<file path="config.mk">
export PLATFORM = sky130hd
export DESIGN_NAME = io_input_port
export DESIGN_NICKNAME = d
export VERILOG_FILES = /design/src/rtl/io_pkg.sv /design/src/rtl/key_debouncer.sv /design/src/rtl/io_input_port.sv
export SDC_FILE = /design/constraint.sdc
export NUM_CORES = 1
export LEC_CHECK = 0
export CORE_ASPECT_RATIO = 0.5
export CORE_UTILIZATION = 30
export CTS_CLUSTER_DIAMETER = 30
export DETAILED_ROUTE_END_ITERATION = 8
export SYNTH_ARGS = -nofsm -noshare
export SYNTH_HDL_FRONTEND = slang
export SYNTH_SLANG_ARGS = --single-unit
export TNS_END_PERCENT = 20
</file>
<file path="constraint.sdc">
create_clock -name physical_clock -period 2.73 [get_ports physical_clock]
set_clock_uncertainty 0.15 [all_clocks]
set_input_delay 0.4095 -clock physical_clock [delete_from_list [all_inputs] [get_ports physical_clock]]
set_output_delay 0.4095 -clock physical_clock [all_outputs]
set_load 0.02 [all_outputs]
</file>
<file path="src/rtl/io_pkg.sv">
// -----------------------------------------------------------------------------
// io_pkg
// Shared definitions for the input-side IO path. The DMA and the scheduler
// include the same rd_data field offsets, so they live here in one place.
//   - default switch/key widths
//   - rd_data field offsets (for the default widths) and helpers that derive
//     them for other widths (fields are packed LSB-first in the same order)
//   - read FSM state encoding
// -----------------------------------------------------------------------------
package io_pkg;

  localparam int SW_WIDTH_DEF  = 18;
  localparam int KEY_WIDTH_DEF = 4;
  localparam int RD_DATA_WIDTH = 32;

  // Field offset helpers: switches, key levels, pending bits, overflow bit.
  function automatic int key_lsb(input int sw_width);
    return sw_width;
  endfunction

  function automatic int pend_lsb(input int sw_width, input int key_width);
    return sw_width + key_width;
  endfunction

  function automatic int ovf_bit(input int sw_width, input int key_width);
    return sw_width + 2 * key_width;
  endfunction

  // rd_data layout for the default widths.
  localparam int RD_SW_LSB   = 0;
  localparam int RD_KEY_LSB  = key_lsb(SW_WIDTH_DEF);                  // 18
  localparam int RD_PEND_LSB = pend_lsb(SW_WIDTH_DEF, KEY_WIDTH_DEF);  // 22
  localparam int RD_OVF_BIT  = ovf_bit(SW_WIDTH_DEF, KEY_WIDTH_DEF);   // 26

  // Read FSM state encoding.
  typedef enum logic [1:0] {
    RD_IDLE = 2'd0,
    RD_ACK  = 2'd1,
    RD_HOLD = 2'd2
  } rd_state_e;

endpackage

</file>
<file path="src/rtl/key_debouncer.sv">
// -----------------------------------------------------------------------------
// key_debouncer
// Debounces one already-synchronized, active-low key.
//
// A new level is accepted only after the synchronized input has disagreed
// with the accepted level for DEBOUNCE_CYCLES consecutive cycles; any cycle
// of agreement restarts the count, so shorter glitches are ignored.
//
// Ports
//   physical_clock  in   system clock, rising edge
//   n_reset         in   asynchronous active-low reset
//   raw_sync        in   synchronized raw key (0 = pressed)
//   level           out  debounced key state (1 = pressed)
//   press_strobe    out  1-cycle pulse in the cycle whose closing edge moves
//                        level from released to pressed
// -----------------------------------------------------------------------------
module key_debouncer #(
  parameter int DEBOUNCE_CYCLES = 500000,
  parameter int CNT_WIDTH       = 19
) (
  input  logic physical_clock,
  input  logic n_reset,
  input  logic raw_sync,
  output logic level,
  output logic press_strobe
);

  localparam logic [CNT_WIDTH-1:0] CNT_LAST = CNT_WIDTH'(DEBOUNCE_CYCLES - 1);

  // Accepted level kept in the raw (active-low) sense so it compares directly
  // with raw_sync; reset value 1 means released.
  logic                 accepted_raw;
  logic [CNT_WIDTH-1:0] cnt;
  logic                 mismatch;
  logic                 settle;

  always_comb begin
    mismatch = (raw_sync != accepted_raw);
    settle   = mismatch && (cnt == CNT_LAST);
  end

  always_ff @(posedge physical_clock or negedge n_reset) begin
    if (!n_reset) begin
      accepted_raw <= 1'b1;
      cnt          <= '0;
    end else if (!mismatch) begin
      cnt <= '0;
    end else if (settle) begin
      accepted_raw <= raw_sync;
      cnt          <= '0;
    end else begin
      cnt <= cnt + CNT_WIDTH'(1);
    end
  end

  // The strobe is combinational so the pending bit is set on the same edge
  // that raises level; irq then follows level by exactly one cycle.
  always_comb begin
    level        = ~accepted_raw;
    press_strobe = settle & ~raw_sync;
  end

endmodule

</file>
<file path="src/rtl/io_input_port.sv">
// -----------------------------------------------------------------------------
// io_input_port
// Samples the board switches and keys, debounces the keys, latches key-press
// events in sticky pending bits and serves everything to the DMA as one
// 32-bit status word over a req/ack read handshake.
//
// Ports
//   physical_clock  in   system clock, all state on rising edge
//   n_reset         in   asynchronous active-low reset
//   IO_input        in   raw switches (active-high, low bits) + keys
//                        (active-low, high bits), asynchronous
//   rd_req          in   DMA read request (level)
//   rd_ack          out  1-cycle pulse, rd_data valid, pending bits cleared
//   rd_data         out  status word, held stable until the next ack
//   key_level       out  debounced key state, 1 = pressed
//   irq             out  registered OR of pending press bits
//   fsm_state       out  read FSM state (debug visibility)
//
// Handshake: the DMA raises rd_req and holds it until it sees rd_ack. The
// request is sampled in IDLE; on that edge rd_data captures the status word
// and pending is cleared, and rd_ack is high for exactly the following cycle.
// The FSM then waits in HOLD until rd_req drops, so a held request never
// produces a second ack.
// -----------------------------------------------------------------------------
module io_input_port
  import io_pkg::*;
#(
  parameter int SW_WIDTH        = SW_WIDTH_DEF,
  parameter int KEY_WIDTH       = KEY_WIDTH_DEF,
  parameter int DEBOUNCE_CYCLES = 500000,
  parameter int CNT_WIDTH       = 19
) (
  input  logic                          physical_clock,
  input  logic                          n_reset,
  input  logic [SW_WIDTH+KEY_WIDTH-1:0] IO_input,
  input  logic                          rd_req,
  output logic                          rd_ack,
  output logic [RD_DATA_WIDTH-1:0]      rd_data,
  output logic [KEY_WIDTH-1:0]          key_level,
  output logic                          irq,
  output logic [1:0]                    fsm_state
);

  localparam int IN_WIDTH  = SW_WIDTH + KEY_WIDTH;
  localparam int KEY_LSB   = key_lsb(SW_WIDTH);
  localparam int PEND_LSB  = pend_lsb(SW_WIDTH, KEY_WIDTH);
  localparam int OVF_BIT   = ovf_bit(SW_WIDTH, KEY_WIDTH);

  // Switches reset low, keys reset high (released).
  localparam logic [IN_WIDTH-1:0] SYNC_RST = {{KEY_WIDTH{1'b1}}, {SW_WIDTH{1'b0}}};

  // ---------------------------------------------------------------------------
  // Two-flop synchronizer on every input bit
  // ---------------------------------------------------------------------------
  logic [IN_WIDTH-1:0] sync1;
  logic [IN_WIDTH-1:0] sync2;

  always_ff @(posedge physical_clock or negedge n_reset) begin
    if (!n_reset) begin
      sync1 <= SYNC_RST;
      sync2 <= SYNC_RST;
    end else begin
      sync1 <= IO_input;
      sync2 <= sync1;
    end
  end

  // ---------------------------------------------------------------------------
  // Key debouncers
  // ---------------------------------------------------------------------------
  logic [KEY_WIDTH-1:0] press;

  for (genvar k = 0; k < KEY_WIDTH; k++) begin : g_key
    key_debouncer #(
      .DEBOUNCE_CYCLES (DEBOUNCE_CYCLES),
      .CNT_WIDTH       (CNT_WIDTH)
    ) u_debouncer (
      .physical_clock (physical_clock),
      .n_reset        (n_reset),
      .raw_sync       (sync2[SW_WIDTH+k]),
      .level          (key_level[k]),
      .press_strobe   (press[k])
    );
  end

  // ---------------------------------------------------------------------------
  // Read FSM
  // ---------------------------------------------------------------------------
  rd_state_e state;
  rd_state_e state_next;
  logic      take_snap;

  always_ff @(posedge physical_clock or negedge n_reset) begin
    if (!n_reset) begin
      state <= RD_IDLE;
    end else begin
      state <= state_next;
    end
  end

  always_comb begin
    state_next = state;
    case (state)
      RD_IDLE: if (rd_req)  state_next = RD_ACK;
      RD_ACK:               state_next = RD_HOLD;
      RD_HOLD: if (!rd_req) state_next = RD_IDLE;
      default:              state_next = RD_IDLE;
    endcase
  end

  always_comb begin
    rd_ack    = (state == RD_ACK);
    take_snap = (state == RD_IDLE) && rd_req;
    fsm_state = state;
  end

  // ---------------------------------------------------------------------------
  // Status word, pending/overflow and irq
  // ---------------------------------------------------------------------------
  logic [KEY_WIDTH-1:0]     pending;
  logic                     overflow;
  logic                     new_overflow;
  logic [RD_DATA_WIDTH-1:0] status_word;

  always_comb begin
    status_word                          = '0;
    status_word[SW_WIDTH-1:0]            = sync2[SW_WIDTH-1:0];
    status_word[KEY_LSB +: KEY_WIDTH]    = key_level;
    status_word[PEND_LSB +: KEY_WIDTH]   = pending;
    status_word[OVF_BIT]                 = overflow;
    // A press on a key that is still pending means one press went unseen.
    new_overflow                         = |(press & pending);
  end

  always_ff @(posedge physical_clock or negedge n_reset) begin
    if (!n_reset) begin
      pending  <= '0;
      overflow <= 1'b0;
    end else if (take_snap) begin
      // Every bit in the snapshot is cleared; a press arriving on this same
      // edge is set again so it is reported by the next read.
      pending  <= (pending & ~status_word[PEND_LSB +: KEY_WIDTH]) | press;
      overflow <= new_overflow;
    end else begin
      pending  <= pending | press;
      overflow <= overflow | new_overflow;
    end
  end

  always_ff @(posedge physical_clock or negedge n_reset) begin
    if (!n_reset) begin
      rd_data <= '0;
    end else if (take_snap) begin
      rd_data <= status_word;
    end
  end

  always_ff @(posedge physical_clock or negedge n_reset) begin
    if (!n_reset) begin
      irq <= 1'b0;
    end else begin
      irq <= |pending;
    end
  end

endmodule

</file>
# [Word-level counts from Yosys, hierarchy flattened]
# Index checks and enable logic that the tools add are counted.
[word_totals] in_bits=25 output_inout_bits=40 ff_bits=159
[op_classes] bitwise=18 eq_ne=12 reduce_logical=13 mux=13 n_addsub=4
[op_table] cell="2-to-1 mux 19 bit" count=8
[op_table] cell="adder 19 x 1 -> 19 bit (second input constant)" count=4
[op_table] cell="== test 19 bit (second input constant)" count=4
[op_table] cell="AND reduction 2 bit" count=5
[op_table] cell="bitwise AND 4 bit" count=2
[op_table] cell="inverter 1 bit" count=8
[op_table] cell="OR 4 bit" count=2
[op_table] cell="OR reduction 4 bit" count=2
[op_table] cell="case mux 2 bit (3 select lines)" count=1
[op_table] cell="logical AND 1 bit" count=5
[op_table] cell="bitwise AND 1 bit" count=4
[op_table] cell="2-to-1 mux 2 bit" count=2
[op_table] cell="2-to-1 mux 4 bit" count=1
[op_table] cell="!= test 1 bit" count=4
[op_table] cell="!= test 2 bit (second input constant)" count=2
[op_table] cell="inverter 4 bit" count=1
[op_table] cell="== test 2 x 1 -> 1 bit (second input constant)" count=1
[op_table] cell="== test 2 bit (second input constant)" count=1
[op_table] cell="zero test 2 bit" count=1
[op_table] cell="2-to-1 mux 1 bit" count=1
[op_table] cell="OR 1 bit" count=1

# [Depth between registers and ports, before layout]
[depth] depth_word=7 depth_mapped=8

# [Hierarchy]
# A second synthesis with hierarchy kept.
[hier_totals] cells_unflattened=537 hier_area_um2=6799.0
[modules_own_cells] mod="key_debouncer" n_inst=4 area_per_inst_um2=1061.0 seq_area_each_um2=501.7 cells_each=102
[modules_own_cells] mod="io_input_port" n_inst=1 area_per_inst_um2=2555.0 seq_area_each_um2=1986.9 cells_each=129

# [Worst setup path before layout]
# Ideal clock, no wire load.
[synth_timing] path_type="reg2reg" startpoint="register g_key[1].u_debouncer.cnt[0]" endpoint="register g_key[1].u_debouncer.cnt[10]" t_required_ns=2.462 arrival_ns=1.492 setup_slack_ns=0.970 stages_incl_launch_ff=9 n_path_buf=2 cell_sequence="dfrtp_1 > ha_1 > and4_1 > nand2_1 > nor3_2 > or2_1 > buf_6 > buf_8 > nor2_1"
[synth_between] elab_chain_len=4 elab_cells_between_ends=5 classes_between="1 x add/sub; 1 x eq/ne; 2 x mux; 1 x reduce/logical"
[synth_rtl] element="from (decl)" line_no="key_debouncer.sv:33" text="logic [CNT_WIDTH-1:0] cnt;"
[synth_rtl] element="from (signal assigned)" line_no="key_debouncer.sv:52" text="cnt <= cnt + CNT_WIDTH'(1);"
[synth_rtl] element="branches (longest 2 deep; another with adder 19 x 1 -> 19 bit)"
[synth_rtl] element="2-to-1 mux 19 bit *" line_no="key_debouncer.sv:48" text="end else if (settle) begin"
[synth_rtl] element="2-to-1 mux 19 bit *" line_no="key_debouncer.sv:46" text="end else if (!mismatch) begin"
# Every way passes the cells marked *.
# A chain may end at the register's enable or synchronous reset.

# [Worst setup path after layout]
[layout_timing] startpoint="register g_key[0].u_debouncer.accepted_raw" endpoint="output port key_level[0]"
[layout_between] elab_chain_len=1
[layout_rtl] element="from (decl)" line_no="key_debouncer.sv:32" text="logic accepted_raw;"
[layout_rtl] element="from (signal assigned)" line_no="key_debouncer.sv:49" text="accepted_raw <= raw_sync;"
[layout_rtl] element="inverter 1 bit" line_no="key_debouncer.sv:59" text="level = ~accepted_raw;"
[layout_rtl] element="to (decl)" line_no="io_input_port.sv:39" text="output logic [KEY_WIDTH-1:0] key_level,"
# No other way between the ends.

==> results.sh <==
export IMPL_dpl_cell_area_mm2=0.007272
export IMPL_yosysTopAreaCellShare_pct=57.23
export IMPL_ios=65
export IMPL_cellLeakagePower_nw=3.469
export IMPL_finalWirelength_um=11690
export IMPL_grt_overflow_total=0
export IMPL_antenna_found_initial=0
export IMPL_critPathKind="reg -> out"
export IMPL_fmax_ghz=0.4648
export IMPL_max_cap_viol_count=0
export IMPL_min_period_ps=2152
export IMPL_dr_pass1_iters=4
export IMPL_n_antenna_cell=0
export IMPL_vdd_drop_max_uv=418.9
export IMPL_cts_tree="built"
export IMPL_clockRootBuffer="clkbuf_16"
export IMPL_cts_buffer_depth=2
export IMPL_nFillCells=2024
export IMPL_synth_edff_count=0
export IMPL_holdPathStages=0
export IMPL_cp_cell_sequence="inv_1 -> clkdlybuf4s50_1"
export IMPL_die_h_um=105.5
export IMPL_cp_max_fo=5
export IMPL_critPathLaunchType="flip-flop"
export IMPL_viasPerCell=4.300
export IMPL_hold_class="reg -> reg"
export IMPL_yosysTopAreaCell="dfrtp_1"
export IMPL_hold_viol=0
export IMPL_route_vias_total=4025
export IMPL_endpoint_kind="output port"
export IMPL_drive_gt1_share_pct=9.955
export IMPL_instances_no_fill=936
export IMPL_drv_slew=0
export IMPL_route_antenna_remaining_nets=0
export IMPL_rows=37
export IMPL_worst_pin_slew_ps=648.4
export IMPL_outcome="finished clean"
export IMPL_clock_sinks=159
export IMPL_syn_avg_cell_area_um2=10.99
export IMPL_synth_area_mm2=0.006427
export IMPL_grt_pass1_wl_um=20270
export IMPL_yosys_warnings=0
export IMPL_synth_ff_type="dfrtp_1"
export IMPL_dp_cells=903
export IMPL_dp_hpwl_um=7914
export IMPL_place_congestion=0.7580
export IMPL_layout_nets=679
export IMPL_path_clk_slew_ps=60
export IMPL_max_slew_margin_pct=56.77
export IMPL_h_tree_depth=4
export IMPL_crit_slowest_cell="dfstp_2"
export IMPL_drc=0
export IMPL_synthToLayoutAreaGrowth_pct=22.58
export IMPL_ys_ff_latch=159
export IMPL_clock_latency_ps=410
export IMPL_grt_pass1_vias=4105
export IMPL_synth_common_cells="dfrtp_1, nand2_1, nor2_1"
export IMPL_critical_path_max_stage_delay_ps=570
export IMPL_core_mm2=0.02079
export IMPL_timing_final_crit_share_pct=78.82
export IMPL_timing_hold_ws_ps=188.0
export IMPL_setup_viol=0
export IMPL_synthMostInstantiatedCell="dfrtp_1"
export IMPL_yosysSeqAreaShare_pct=62.14
export IMPL_synthArstFlopShare_pct=100.0
export IMPL_dieArea_mm2=0.02205
export IMPL_syn_instance_count=585
export IMPL_grt_setup_unrepaired="no"
export IMPL_track_usage_pct=11.48
export IMPL_required_ps=2170
export IMPL_cts_buffers_inserted=17
export IMPL_portBuffers=59
export IMPL_cts_setup_buffers=0
export IMPL_fin_area_mm2=0.007879
export IMPL_ys_top_cells_by_area="dfrtp_1, nand2_1, xor2_1"
export IMPL_die_w_um=209
export IMPL_wl_per_cell_um=12.49
export IMPL_grt_max_degree=65
export IMPL_rr_worst_depth=6
export IMPL_drt_initial_drc_count=186
export IMPL_fin_util_pct=37.90
export IMPL_cp_arrival_ps=1590
export IMPL_power_density_mw_per_mm2=765.8
export IMPL_tns_ps=0
export IMPL_synth_cell_types=48
export IMPL_start_util_pct=30.92
flip-flops by register name, indices dropped and copies added (netlist names), 2 cells and up:
signal / count
sync1: 22
fsm_state: 2
pending: 4
rd_data: 27
sync2: 22
g_key.u_debouncer.accepted_raw: 4
g_key.u_debouncer.cnt: 76
final cells by class:
class	instances	area, um^2	share of cell area (%)
clock buffers	23	488.0	6.193
clock inverters	9	108.9	1.382
inverters	11	41.29	0.5241
multi-input cells	395	2233	28.35
flip-flops and latches	159	3994	50.69
well taps	273	341.6	4.335
repair buffers	66	671.9	8.528
critical path: cells and delay by family, from the launching register on:
family / cells / cell delay, ps
buffers and inverters: 2 / 610
DFF: 1 / 570
cells by family (layout without fill, tap and decap cells):
family | count (synthesis) | after routing | synth area share, %
AOI/OAI and AO/OA | 14 | 14 | 1.460
adders and majority gates | 4 | 4 | 0.7787
muxes | 2 | 2 | 0.3504
and+or+nand+nor | 298 | 298 | 22.06
other | 1 | 5 | 0.05834
buffers and inverters | 35 | 109 | 3.348
xor gates and xnor gates | 72 | 72 | 9.811
DFF | 159 | 159 | 62.14
timing repair:
item | CTS | global route
endpoints found under the hold margin | 52 | 0
setup endpoints to repair | 0 | 0
hold buffers | 1 | 0
resized for setup | 0 | 0
layer usage:
| metal | track usage [%] | wire length, um | vias up |
|---|---|---|---|
| met5 | 0 | 0 | - |
| met4 | 4.779 | 181 | 0 |
| met3 | 2.473 | 266 | 16 |
| met2 | 18.76 | 5541 | 37 |
| met1 | 14.83 | 5699 | 1950 |
| li1 | - | - | 2022 |
where the power goes:
part | leakage [nW] | internal (mW) | switching (mW)
Clock | 0.281 | 1.44 | 0.904
Sequential | 2.04 | 2.58 | 0.129
Combinational | 1.14 | 0.431 | 0.548
Total | 3.47 | 4.45 | 1.58
final timing paths:
kind / from / end / slack (ps)
min in group asynchronous: n_reset / g_key[0].u_debouncer.cnt[3] / 400
max in group asynchronous: n_reset / sync1[14] / 1330
worst max-delay path: g_key[0].u_debouncer.accepted_raw / key_level[0] / 580
worst max register to register: g_key[0].u_debouncer.cnt[0] / g_key[0].u_debouncer.cnt[17] / 630
worst min register to register: sync1[5] / sync2[5] / 190
worst min-delay path: sync1[5] / sync2[5] / 190
metrics by stage:
stage	total power, mW	worst slack, ps
floorplan	3.219	969.7
global placement	3.733	433.6
detailed placement	3.753	415.0
CTS	6.128	543.6
global route	6.309	376.3
finish	6.033	578.3
placed cells by master, fill, tap and decap left out, drive strengths merged, types with 3 or more instances in the layout:
master         netlist  routed
and3                11      11
and4                 7       7
buf                 21       7
clkbuf               3      23
clkdlybuf4s50        0      58
clkinv               0       3
clkinvlp             0       4
conb                 1       5
dfrtp              147     147
dfstp               12      12
ha                   4       4
inv                 11      11
nand2              119     119
nand3               26      26
nand3b               5       5
nand4               11      11
nor2                84      84
nor3                11      11
nor4                 3       3
nor4b                7       7
o21ai                8       8
xnor2               23      23
xor2                49      49
Power figures use the tool's default switching activity.
